$ cat config.mk
export PLATFORM = sky130hd
export DESIGN_NAME = serial_link_peer
export DESIGN_NICKNAME = d
export VERILOG_FILES = /design/src/rtl/serial_link_peer.sv
export SDC_FILE = /design/constraint.sdc
export NUM_CORES = 1
export LEC_CHECK = 0
export CORE_AREA = 2 2 82 84
export CTS_CLUSTER_SIZE = 14
export DETAILED_ROUTE_END_ITERATION = 12
export DIE_AREA = 0 0 84 86
export PLACE_DENSITY = 0.73
export RECOVER_POWER = 50
export SLEW_MARGIN = 20
export SYNTH_ARGS = -nofsm -noshare
export SYNTH_HDL_FRONTEND = slang
export SYNTH_SLANG_ARGS = --single-unit
$ cat constraint.sdc
create_clock -name clk -period 2.1 [get_ports clk]
set_clock_uncertainty 0.15 [all_clocks]
set_input_delay 0.21 -clock clk [delete_from_list [all_inputs] [get_ports clk]]
set_output_delay 0.21 -clock clk [all_outputs]
set_load 0.01 [all_outputs]
$ cat src/rtl/serial_link_peer.sv
// Far-end partner for the Game Boy link port: exchanges one byte per transfer, MSB first,
// either following the console's shift clock (slave) or generating it (master).
module serial_link_peer #(
  parameter int CLK_DIV        = 256,
  parameter int TIMEOUT_CYCLES = 16384
) (
  input  logic       clk,
  input  logic       reset,
  input  logic       master_mode,
  input  logic       start,
  input  logic [7:0] tx_data,
  input  logic       tx_valid,
  output logic       tx_ready,
  output logic [7:0] rx_data,
  output logic       rx_valid,
  output logic       busy,
  output logic       timeout_err,
  input  logic       sck_in,
  output logic       sck_out,
  input  logic       sdata_in,
  output logic       sdata_out
);

  localparam logic [1:0] ST_IDLE  = 2'd0;
  localparam logic [1:0] ST_SHIFT = 2'd1;
  localparam logic [1:0] ST_DONE  = 2'd2;

  localparam int DIV_W = $clog2(CLK_DIV);
  localparam int TO_W  = $clog2(TIMEOUT_CYCLES + 1);
  localparam logic [DIV_W-1:0] DIV_LAST = DIV_W'(CLK_DIV - 1);
  localparam logic [TO_W-1:0]  TO_LAST  = TO_W'(TIMEOUT_CYCLES - 1);

  logic [1:0]       state;
  logic             mode_master;
  logic             sck_s1, sck_s2, sck_prev, fall_det, rise_det;
  logic             sd_s1, sd_s2;
  logic [7:0]       shreg;
  logic [2:0]       bit_cnt;
  logic             tail;
  logic [DIV_W-1:0] div_cnt;
  logic [TO_W-1:0]  idle_cnt;
  logic [7:0]       hold_data;
  logic             hold_full;
  logic             hold_used;

  logic       gen_tick, do_fall, do_rise, go;
  logic [7:0] load_byte;

  assign tx_ready = ~hold_full;

  always_comb begin
    gen_tick  = mode_master && (div_cnt == DIV_LAST);
    do_fall   = (state == ST_SHIFT) && (mode_master ? (gen_tick && sck_out && !tail) : fall_det);
    do_rise   = (state == ST_SHIFT) && (mode_master ? (gen_tick && !sck_out) : rise_det);
    go        = master_mode ? start : fall_det;
    load_byte = hold_full ? hold_data : 8'hFF;
  end

  // NOTE: all state below is updated with non-blocking assignments so every register
  // samples pre-edge values; later assignments in the block override earlier defaults.
  always_ff @(posedge clk) begin
    if (reset) begin
      state       <= ST_IDLE;
      mode_master <= 1'b0;
      sck_s1      <= 1'b1;
      sck_s2      <= 1'b1;
      sck_prev    <= 1'b1;
      fall_det    <= 1'b0;
      rise_det    <= 1'b0;
      sd_s1       <= 1'b1;
      sd_s2       <= 1'b1;
      shreg       <= 8'hFF;
      bit_cnt     <= '0;
      tail        <= 1'b0;
      div_cnt     <= '0;
      idle_cnt    <= '0;
      hold_data   <= 8'h00;
      hold_full   <= 1'b0;
      hold_used   <= 1'b0;
      sck_out     <= 1'b1;
      sdata_out   <= 1'b1;
      rx_data     <= 8'h00;
      rx_valid    <= 1'b0;
      busy        <= 1'b0;
      timeout_err <= 1'b0;
    end else begin
      sck_s1      <= sck_in;
      sck_s2      <= sck_s1;
      sck_prev    <= sck_s2;
      fall_det    <= sck_prev & ~sck_s2;
      rise_det    <= ~sck_prev & sck_s2;
      sd_s1       <= sdata_in;
      sd_s2       <= sd_s1;
      rx_valid    <= 1'b0;
      timeout_err <= 1'b0;

      if (tx_valid && !hold_full) begin
        hold_data <= tx_data;
        hold_full <= 1'b1;
      end

      case (state)
        ST_IDLE: begin
          if (go) begin
            // A byte accepted this same cycle is not yet visible here, so it waits for the next transfer.
            state       <= ST_SHIFT;
            mode_master <= master_mode;
            hold_used   <= hold_full;
            sdata_out   <= load_byte[7];
            shreg       <= {load_byte[6:0], 1'b0};
            bit_cnt     <= '0;
            tail        <= 1'b0;
            div_cnt     <= '0;
            idle_cnt    <= '0;
            busy        <= 1'b1;
            if (master_mode) sck_out <= 1'b0;
          end
        end

        ST_SHIFT: begin
          if (mode_master) begin
            div_cnt <= gen_tick ? '0 : div_cnt + 1'b1;
            if (gen_tick) begin
              if (sck_out && tail) begin
                // Last high level has been held its full period: transfer complete.
                state    <= ST_DONE;
                rx_data  <= shreg;
                rx_valid <= 1'b1;
                busy     <= 1'b0;
              end else begin
                sck_out <= ~sck_out;
              end
            end
          end else begin
            if (fall_det || rise_det) begin
              idle_cnt <= '0;
            end else if (idle_cnt == TO_LAST) begin
              timeout_err <= 1'b1;
              state       <= ST_IDLE;
              busy        <= 1'b0;
              sdata_out   <= 1'b1;
            end else begin
              idle_cnt <= idle_cnt + 1'b1;
            end
          end

          if (do_fall) begin
            sdata_out <= shreg[7];
            shreg     <= {shreg[6:0], 1'b0};
          end

          if (do_rise) begin
            shreg[0] <= sd_s2;
            bit_cnt  <= bit_cnt + 3'd1;
            if (bit_cnt == 3'd7) begin
              if (mode_master) begin
                tail <= 1'b1;
              end else begin
                state    <= ST_DONE;
                rx_data  <= {shreg[7:1], sd_s2};
                rx_valid <= 1'b1;
                busy     <= 1'b0;
              end
            end
          end
        end

        ST_DONE: begin
          state     <= ST_IDLE;
          hold_used <= 1'b0;
          if (hold_used) hold_full <= 1'b0;
        end

        default: state <= ST_IDLE;
      endcase
    end
  end

endmodule

==> run_results.csv <==
group,metric,value,unit
run_status,run_status,"complete, no violations",
sta,period_minus_slack,2.005,ns
detailed_routing,met2RoutedLength,3718,um
detailed_routing,wl_per_cell,15.01,um
logic_synthesis,synth_cell_type_count,54,
detailed_routing,drt-total-wl,7488,um
logic_synthesis,syn-instance-count,356,
detailed_routing,via_per_inst,5.679,
finish,layout.cells.most_common_list,"sky130_fd_sc_hd__dfxtp_1 (66), sky130_fd_sc_hd__nor2_1 (42), sky130_fd_sc_hd__nand2_1 (36)",
critical_path,reg2reg_to,"sdata_out",
critical_path,worstPathRequired,2.19,ns
finish,final.fill_count,540,
logic_synthesis,count_of_flip_flops_with_a_built_in_enable_after_synthesis,0,
detailed_routing,topRoutingLayerUsed,"met4",
critical_path,timing.critical_path.cells,"ha_4 -> and4_4 -> nand4_1 -> buf_4 -> o21a_1 -> a211o_1 -> mux2i_1",
floorplan,die_area,0.007224,mm2
clock_network,ctsHtreeMaxLevel,3,
sta,period_share,0.9548,
finish,final_common_cell,"sky130_fd_sc_hd__dfxtp_1",
sta,hold_viol_final,0,
pwr,post-layout-total-power,2882,uW
clock_network,clock_latency,0.35,ns
detailed_routing,via_count,2834,
global_route,first_global_vias,2830,
finish,fin_cells,499,
floorplan,floorplan.initialDensity,0.4943,
floorplan,core-area,0.006277,mm2
finish,number_of_diodes_added_for_antenna_fixing,0,
placement,placement.cell_area,0.003684,mm2
logic_synthesis,synth_adder_area_share,0.01613,
finish,final_nets,436,
critical_path,worst-r2r-setup-slack,0.09,ns
critical_path,end_kind,"flip-flop",
critical_path,crit_cells,7,
logic_synthesis,async_reset_ff_frac,0,
placement,hpwl,5292,um
floorplan,die_y,86,um
placement,pre_cts_worst_setup_slack,-0.07076,ns
logic_synthesis,ys_warn_count,0,
pwr,maximum_vdd_drop,0.6088,mV
finish,synthToLayoutAreaGrowth,27.26,%
logic_synthesis,synthesis.area,0.003103,mm2
logic_synthesis,post_synth.cell_area_avg,8.716,um2
hold_path,hold_path_startpoint,"sck_s1",
flow_run,maxCapViolations,0,
critical_path,worst_setup_path_startpoint,"idle_cnt[1]",
critical_path,endpoint,"sdata_out",
floorplan,rows,29,
logic_synthesis,ys_dominant_reg_cell,"sky130_fd_sc_hd__dfxtp_1",
sta,tightestPinTransition,0.5837,ns
sta,max-slew-margin-rel,0.6109,
global_route,grt_first_pass_wirelength,12880,um
logic_synthesis,synth_compound_area_frac,0.1710,
critical_path,r2r-start,"idle_cnt[1]",
hold_path,min-delay-path-class,"flip-flop to flip-flop",
sta,layout_setup_ws,0.09488,ns
global_route,grt.total_usage,0.2192,
floorplan,num_io_pins,29,
sta,total_negative_setup_slack,0,ns
detailed_routing,first_pass_iters,4,
logic_synthesis,syn_nets,375,
critical_path,start_kind,"flip-flop",
sta,maxSlewViolCount,0,
clock_network,cts_inserted_buffers,9,
critical_path,critical_path_peak_fanout,5,
placement,globalplace.congestion,0.8920,
pwr,power_density,729.9,mW/mm2
logic_synthesis,synth-seq-cells,68,
global_route,grt_max_degree,27,
detailed_routing,number_of_drc_markers_in_iteration_0,197,
placement,cell_count_after_placement,481,
detailed_routing,remaining_drc_errors,0,
critical_path,max_stage_delay_on_crit_path,0.38,ns
finish,drive_gt1_frac,0.1801,
detailed_routing,wl_met3,369,um
clock_network,cts-root-to-sink-buffers,2,
placement,port_buffers,28,
critical_path,worstPathArrival,2.10,ns
clock_network,clk_pin_slew_worst_paths,0.08,ns
global_route,grt_antenna_before_repair,0,
sta,count_of_endpoints_failing_setup_in_the_final_report,0,
critical_path,worst-r2r-cell-count,7,
detailed_routing,antenna_violating_nets_post_route,0,
clock_network,numClockSinks,68,
finish,fin_area,0.003949,mm2
sta,max_freq,498.7,MHz
clock_network,cts_tree,"done",
logic_synthesis,synth-seq-area-share,0.4387,
pwr,total_leakage_power,0.001498,uW
logic_synthesis,synth_mux_area_frac,0.05887,
floorplan,die_width,84,um
global_route,globalRouteOverflowTotal,0,
logic_synthesis,largest_family_of_logic_cells_by_synthesized_area,"simple AND/OR/NAND/NOR gates",
logic_synthesis,simple_gate_share_of_the_synthesized_area,0.2589,
logic_synthesis,post_synth_xor_area_fraction,0.02540,
clock_network,clockRootBuffer,"sky130_fd_sc_hd__clkbuf_8",
critical_path,cp_slowest_cell,"sky130_fd_sc_hd__dfxtp_4",
critical_path,worst_path_dominant_cell_family,"compound AO/OA/AOI/OAI gates",
critical_path,path_buf_inv,1,
critical_path,timing_worst_setup_path_type,"flip-flop to flip-flop",
detailed_routing,met1Wirelength,3297,um
==> cell families (layout without fill, tap and decap cells) <==
logic type | after synthesis | after routing
flops | 68 | 68
simple gates | 154 | 154
compound gates | 80 | 80
buf+inv | 23 | 89
fa+ha+maj | 4 | 4
mux | 18 | 18
xor+xnor | 9 | 9
==> what timing repair did <==
| item | 4_1_cts | 5_1_grt |
|---|---|---|
| resized for setup | 1 | 11 |
| buffers inserted | 0 | 2 |
| gates cloned | 0 | 0 |
| hold buffers | 0 | 0 |
| endpoints found under the hold margin | 0 | 0 |
| pin swaps | 0 | 2 |
| setup endpoints to repair | 1 | 16 |
==> report_power, final <==
| group | total (uW) | internal [uW] | leakage [uW] | switching [uW] |
|---|---|---|---|---|
| combinational | 319 | 150 | 0.000842 | 170 |
| sequential | 1350 | 1320 | 0.000554 | 31.6 |
| clock | 1210 | 674 | 0.000102 | 535 |
==> through the flow <==
step,util,hold WS [ns]
final,0.6291,0.2630
after detailed placement,0.5868,0.2497
after floorplan,-,0.1637
after CTS,0.6237,0.2506
after global placement,0.5868,0.2423
after global routing,0.6291,0.2750
==> worst min-delay path by stage <==
| stage | endpoint | slack (ns) | depth (start not counted) |
|---|---|---|---|
| 4_1_cts | sd_s1 | 0.25 | 2 |
| 6_report | sck_s2 | 0.26 | 1 |
| 2_1_floorplan | sck_out | 0.16 | 1 |
| 3_3_place_gp | sd_s2 | 0.24 | 1 |
| 3_5_place_dp | sck_s2 | 0.25 | 1 |
| 5_1_grt | sck_s1 | 0.27 | 2 |
==> cell type report <==
type | instances | area [um2] | area share
repair buffers | 67 | 559.3 | 0.1416
multi-input cells | 265 | 1680 | 0.4255
flip-flops and latches | 68 | 1366 | 0.3460
well taps | 77 | 96.34 | 0.02440
clock buffers | 9 | 123.9 | 0.03137
inverters | 6 | 22.52 | 0.005703
clock inverters | 7 | 100.1 | 0.02535
==> sequential cells by signal, indices dropped and copies added, names as in the netlist, 2 cells and up <==
signal	cells
idle_cnt	15
div_cnt	8
hold_data	8
rx_data	8
shreg	8
bit_cnt	3
state	2
==> routing by layer <==
metal / track usage / vias up
met1: 0.2682 / 1331
met3: 0.06352 / 11
met2: 0.3658 / 73
met5: 0 / -
met4: 0.08651 / 0
li1: - / 1419
==> cells in the mapped netlist, drive strengths merged, types with 3 or more instances <==
library cell | count | share of area
or4 | 5 | 0.012
nor3 | 6 | 0.013
a211oi | 4 | 0.011
buf | 4 | 0.0073
nor2 | 42 | 0.051
dfxtp | 68 | 0.44
and2 | 5 | 0.010
o2111ai | 7 | 0.020
nor2b | 4 | 0.0081
a21oi | 26 | 0.047
and4 | 4 | 0.011
o31ai | 6 | 0.015
or2 | 6 | 0.012
nand2 | 36 | 0.044
a31oi | 3 | 0.0060
o21ai | 17 | 0.029
nand4 | 7 | 0.014
inv | 6 | 0.0073
clkbuf | 13 | 0.017
ha | 4 | 0.016
nand3 | 12 | 0.019
mux2i | 16 | 0.052
or3 | 13 | 0.026
and3 | 4 | 0.0081
xnor2 | 6 | 0.017
xor2 | 3 | 0.0085
No activity file was read; power rests on OpenSTA's default activity.
==> RTL change 1, RTL diff (config.mk and constraints unchanged) <==
Add an input register stage for `master_mode`, without a reset; this delays it by one clock. The other inputs are not delayed to match.
--- a/src/rtl/serial_link_peer.sv
+++ b/src/rtl/serial_link_peer.sv
@@ -30,6 +30,12 @@
   localparam logic [DIV_W-1:0] DIV_LAST = DIV_W'(CLK_DIV - 1);
   localparam logic [TO_W-1:0]  TO_LAST  = TO_W'(TIMEOUT_CYCLES - 1);
 
+  logic master_mode_q;
+
+  always_ff @(posedge clk) begin
+    master_mode_q <= master_mode;
+  end
+
   logic [1:0]       state;
   logic             mode_master;
   logic             sck_s1, sck_s2, sck_prev, fall_det, rise_det;
@@ -52,7 +58,7 @@
     gen_tick  = mode_master && (div_cnt == DIV_LAST);
     do_fall   = (state == ST_SHIFT) && (mode_master ? (gen_tick && sck_out && !tail) : fall_det);
     do_rise   = (state == ST_SHIFT) && (mode_master ? (gen_tick && !sck_out) : rise_det);
-    go        = master_mode ? start : fall_det;
+    go        = master_mode_q ? start : fall_det;
     load_byte = hold_full ? hold_data : 8'hFF;
   end
 
@@ -104,7 +110,7 @@
           if (go) begin
             // A byte accepted this same cycle is not yet visible here, so it waits for the next transfer.
             state       <= ST_SHIFT;
-            mode_master <= master_mode;
+            mode_master <= master_mode_q;
             hold_used   <= hold_full;
             sdata_out   <= load_byte[7];
             shreg       <= {load_byte[6:0], 1'b0};
@@ -113,7 +119,7 @@
             div_cnt     <= '0;
             idle_cnt    <= '0;
             busy        <= 1'b1;
-            if (master_mode) sck_out <= 1'b0;
+            if (master_mode_q) sck_out <= 1'b0;
           end
         end
 
Formal check against the unedited RTL: not equivalent (Yosys sat finds a counterexample within 4 cycles, from zero or initial values and one cycle with reset high).
==> RTL change 1 against the unedited design <==
Highest routed layer unchanged. Routed wire length fell by 0.87%. Total power down 1.7%. Clock power fell by 7%. Synthesized area is 1.1% lower. Critical endpoint is now idle_cnt[6]. Largest power group unchanged. The run now ends with setup timing left. Die area is the same. Sequential cell count is 1 higher. Setup slack worse by 0.11 ns. Largest cell class unchanged. Cell area up 2.2%.
==> RTL change 1: results (changes against the unedited design) <==
[setup_path]
regToRegEndpoint=idle_cnt[6]
crit_family=simple AND/OR/NAND/NOR gates
r2r-start=idle_cnt[14]
max_stage_delay_ns=0.53  ; +0.15 ns
critical-path-slowest-cell=or4b_4
worst_r2r_path_depth=6  ; -1
crit_fanout=6  ; +1
cp.arrival_ns=2.20  ; +0.10 ns

[placed_design]
post-place-cells=491  ; +2.1%
gp_congestion=0.814  ; -8.7%
place_ws_ns=-0.103  ; -0.0318 ns
hpwlAfterDp_um=5090  ; -3.8%

[logic_synthesis]
ys_seq_area_frac=0.450  ; +0.0114
syn_nets=375  ; unchanged
syn_area_per_cell_um2=8.62  ; -1.1%
synthTopCellsByCount=dfxtp_1 (69), nor2_1 (45), a21oi_1 (30), nand2_1 (30), nand3_1 (15)
synth_area_leaders=dfxtp_1 (45%), nor2_1 (5.5%), a21oi_1 (4.9%), nand2_1 (3.7%), mux2i_1 (2.6%)
async_flop_share=0  ; unchanged
synth.distinct_cells=51  ; -5.6%

[timing]
setup_viol=5  ; +5
maxSlewHeadroom=0.619  ; +0.00858
setup_tns_ns=-0.0302  ; -0.0302 ns
fin_ws_ns=-0.0135  ; -0.108 ns

[power]
comb_power_share=0.119  ; +0.008
p_seq_mw=1.37
total_power_mw=2.83  ; -1.7%
leakage_nw=1.54  ; +2.7%
power.internal_mw=2.09  ; -2.5%
vdd_drop_max_mv=0.531  ; -13%

[routing]
viasPerCell=5.51  ; -2.9%
drt_iter0_drc=190  ; -3.6%
drt-total-wl_um=7420  ; -0.87%
vias=2812  ; -0.78%
firstDrtPassIters=4  ; unchanged

[clocking]
cts_resized=2  ; +1
cts_root_buf=clkbuf_8
clockBufferDepth=2  ; unchanged
clk_latency_ns=0.35  ; about the same
post-cts-setup-buffers=0  ; unchanged
h-tree-depth=3  ; unchanged
numCtsBuffers=9  ; unchanged

[layout]
regMostFlops=idle_cnt
nets=447  ; +2.5%
antennaDiodeCount=0  ; unchanged
drive_above_1_share=0.226  ; +0.0462

[grt]
grt_pass1_vias=2685  ; -5.1%
grt_first_pass_wirelength_um=12500  ; -3.3%
grt_max_degree=21  ; -22%
grt_use_total=0.215  ; -0.00422

[hold_path]
hold_end=master_mode_q
hp-start=master_mode
min_path_type=in -> reg
hold-path-cell-count=1  ; unchanged

[outcome]
status=complete, but fails checks
violations=setup timing

-- RTL change 1: changes by cell type in the layout (fill, tap and decap cells not counted), sizes merged, moves of 5 or more --
cell	unedited run	this run
o2111ai	7	0
nor3	6	11
mux2i	16	8
a21oi	26	36
buf	35	46
nand2	36	30
a221o	0	7
nand4	7	12
-- RTL change 1: cell families (layout without fill, tap and decap cells) --
family,after synthesis,after routing,synth area share
DFF,69,69,0.450
and+or+nand+nor,156,156,0.259
muxes,9,9,0.0298
adders and majority gates,4,4,0.0163
xor gates and xnor gates,8,8,0.0228
buffers and inverters,26,102,0.0359
AOI/OAI and AO/OA,84,85,0.186
-- RTL change 1: stage by stage --
stage / hold WS, ns / instance area [um2]
3_5_place_dp: 0.245 / 3740
4_1_cts: 0.149 / 3950
6_report: 0.260 / 4040
2_1_floorplan: 0.0877 / 3070
3_3_place_gp: 0.245 / 3740
5_1_grt: 0.247 / 4040
-- RTL change 1: worst max-delay path by stage --
| stage | end | from | slack [ns] | cells past startpoint |
|---|---|---|---|---|
| after floorplan | idle_cnt[3] | fall_det | 0.05 | 6 |
| after CTS | idle_cnt[13] | idle_cnt[14] | 0.002 | 5 |
| after global routing | idle_cnt[6] | idle_cnt[1] | -0.07 | 7 |
| after detailed placement | idle_cnt[13] | start | -0.10 | 7 |
| after global placement | shreg[6] | start | -0.02 | 7 |
| final | idle_cnt[6] | idle_cnt[14] | -0.01 | 6 |
-- RTL change 1: layout make-up --
class,instances,area (um2)
timing repair buffer,78,662
multi-input combinational,262,1650
inverter,8,30.0
fill,526,2240
clock buffer,10,138
sequential,69,1380
clock inverter,6,72.6
tap,77,96.3
-- RTL change 1: per-layer routing --
metal,share of wire,GRT usage
met1,0.46,0.272
met2,0.49,0.351
met3,0.037,0.0539
met4,0.014,0.0909
met5,0,0
==> RTL change 2, RTL diff (same flow settings) <==
Without the edit above. The parameter `TIMEOUT_CYCLES` goes from 16384 to 65536.
--- a/src/rtl/serial_link_peer.sv
+++ b/src/rtl/serial_link_peer.sv
@@ -2,7 +2,7 @@
 // either following the console's shift clock (slave) or generating it (master).
 module serial_link_peer #(
   parameter int CLK_DIV        = 256,
-  parameter int TIMEOUT_CYCLES = 16384
+  parameter int TIMEOUT_CYCLES = 65536
 ) (
   input  logic       clk,
   input  logic       reset,
Check against the original RTL: same outputs for any inputs over 4 cycles, from zero or initial values and one cycle with reset high; that may be too few to reach the edited logic, so the function may still have changed.
==> RTL change 2 against the unedited design <==
The run now ends with setup timing left. Cell area grew 6.4%. Hold slack worse by 0.0011 ns. Clock power shrank 9.9%. Routed wire length increased by 4.0%. Total power fell by 1.9%. Sequential cell count grew 2. Final cell count rose by 1.4%. Synthesized area increased by 2.8%. Setup slack got worse by 0.18 ns. Synthesized cell count fell by 0.56%. Utilization up 4.0 points. Critical endpoint is now idle_cnt[13].
==> RTL change 2: results (changes against the unedited design) <==
[grt]
grt_pass1_vias=2988  ; +5.6%

[timing]
whs_ns=0.262  ; -0.00108 ns
setup_viol=14  ; +14
fin_ws_ns=-0.0813  ; -0.176 ns

[power]
leakage_nw=1.55  ; +3.7%

[routing]
routedWlPerCell_um=15.4  ; +2.5%
drt_iter0_drc=113  ; -43%

[setup_path]
crit_fanout=4  ; -1
max_stage_delay_ns=0.49  ; +0.11 ns
critical-path-slowest-cell=or4b_4
worst_r2r_path_depth=9  ; +2

[layout]
seq_cells=70  ; +2.9%
fillers=530  ; -1.9%
bufAreaShareNonClock=0.157  ; +0.0159
n_all_inverters=10  ; +4
nets=444  ; +1.8%
num-nonclk-buffers=78  ; +16%
largest_reg_flops=17  ; +2

[outcome]
violations=setup timing
status=complete, but fails checks

[logic_synthesis]
synth-compound-area-share=0.233  ; +0.0620
synth_top_area_frac=0.439  ; +0.000506
ys_seq_area_frac=0.439  ; +0.000506
synthTopCellsByCount=dfxtp_1 (70), a21oi_1 (30), nor2_1 (28)

[placed_design]
gp_congestion=0.880  ; -1.3%
hpwlAfterDp_um=5820  ; +10%

[hold_path]
hp-start=sd_s1
hold_end=sd_s2

==> RTL change 2: changes by cell type in the layout (fill, tap and decap cells not counted), sizes merged, moves of 5 or more <==
cell | unedited run | this run
or3 | 13 | 7
or4 | 5 | 11
buf | 35 | 46
a221o | 0 | 7
nand3 | 12 | 17
o2111ai | 7 | 1
o21ai | 17 | 26
nand2 | 36 | 18
nor2 | 42 | 28
==> RTL change 2: per-stage QoR <==
step,std cells,utilization
2_1_floorplan,354,-
5_1_grt,506,0.670
3_3_place_gp,489,0.626
4_1_cts,506,0.662
3_5_place_dp,489,0.626
6_report,506,0.670
==> RTL change 2: layer usage <==
layer	up-vias	GRT usage	wire length, um
li1	1487	-	-
met1	1383	0.279	3450
met2	67	0.397	3860
met3	16	0.0366	277
met4	0	0.125	198
met5	-	0	0
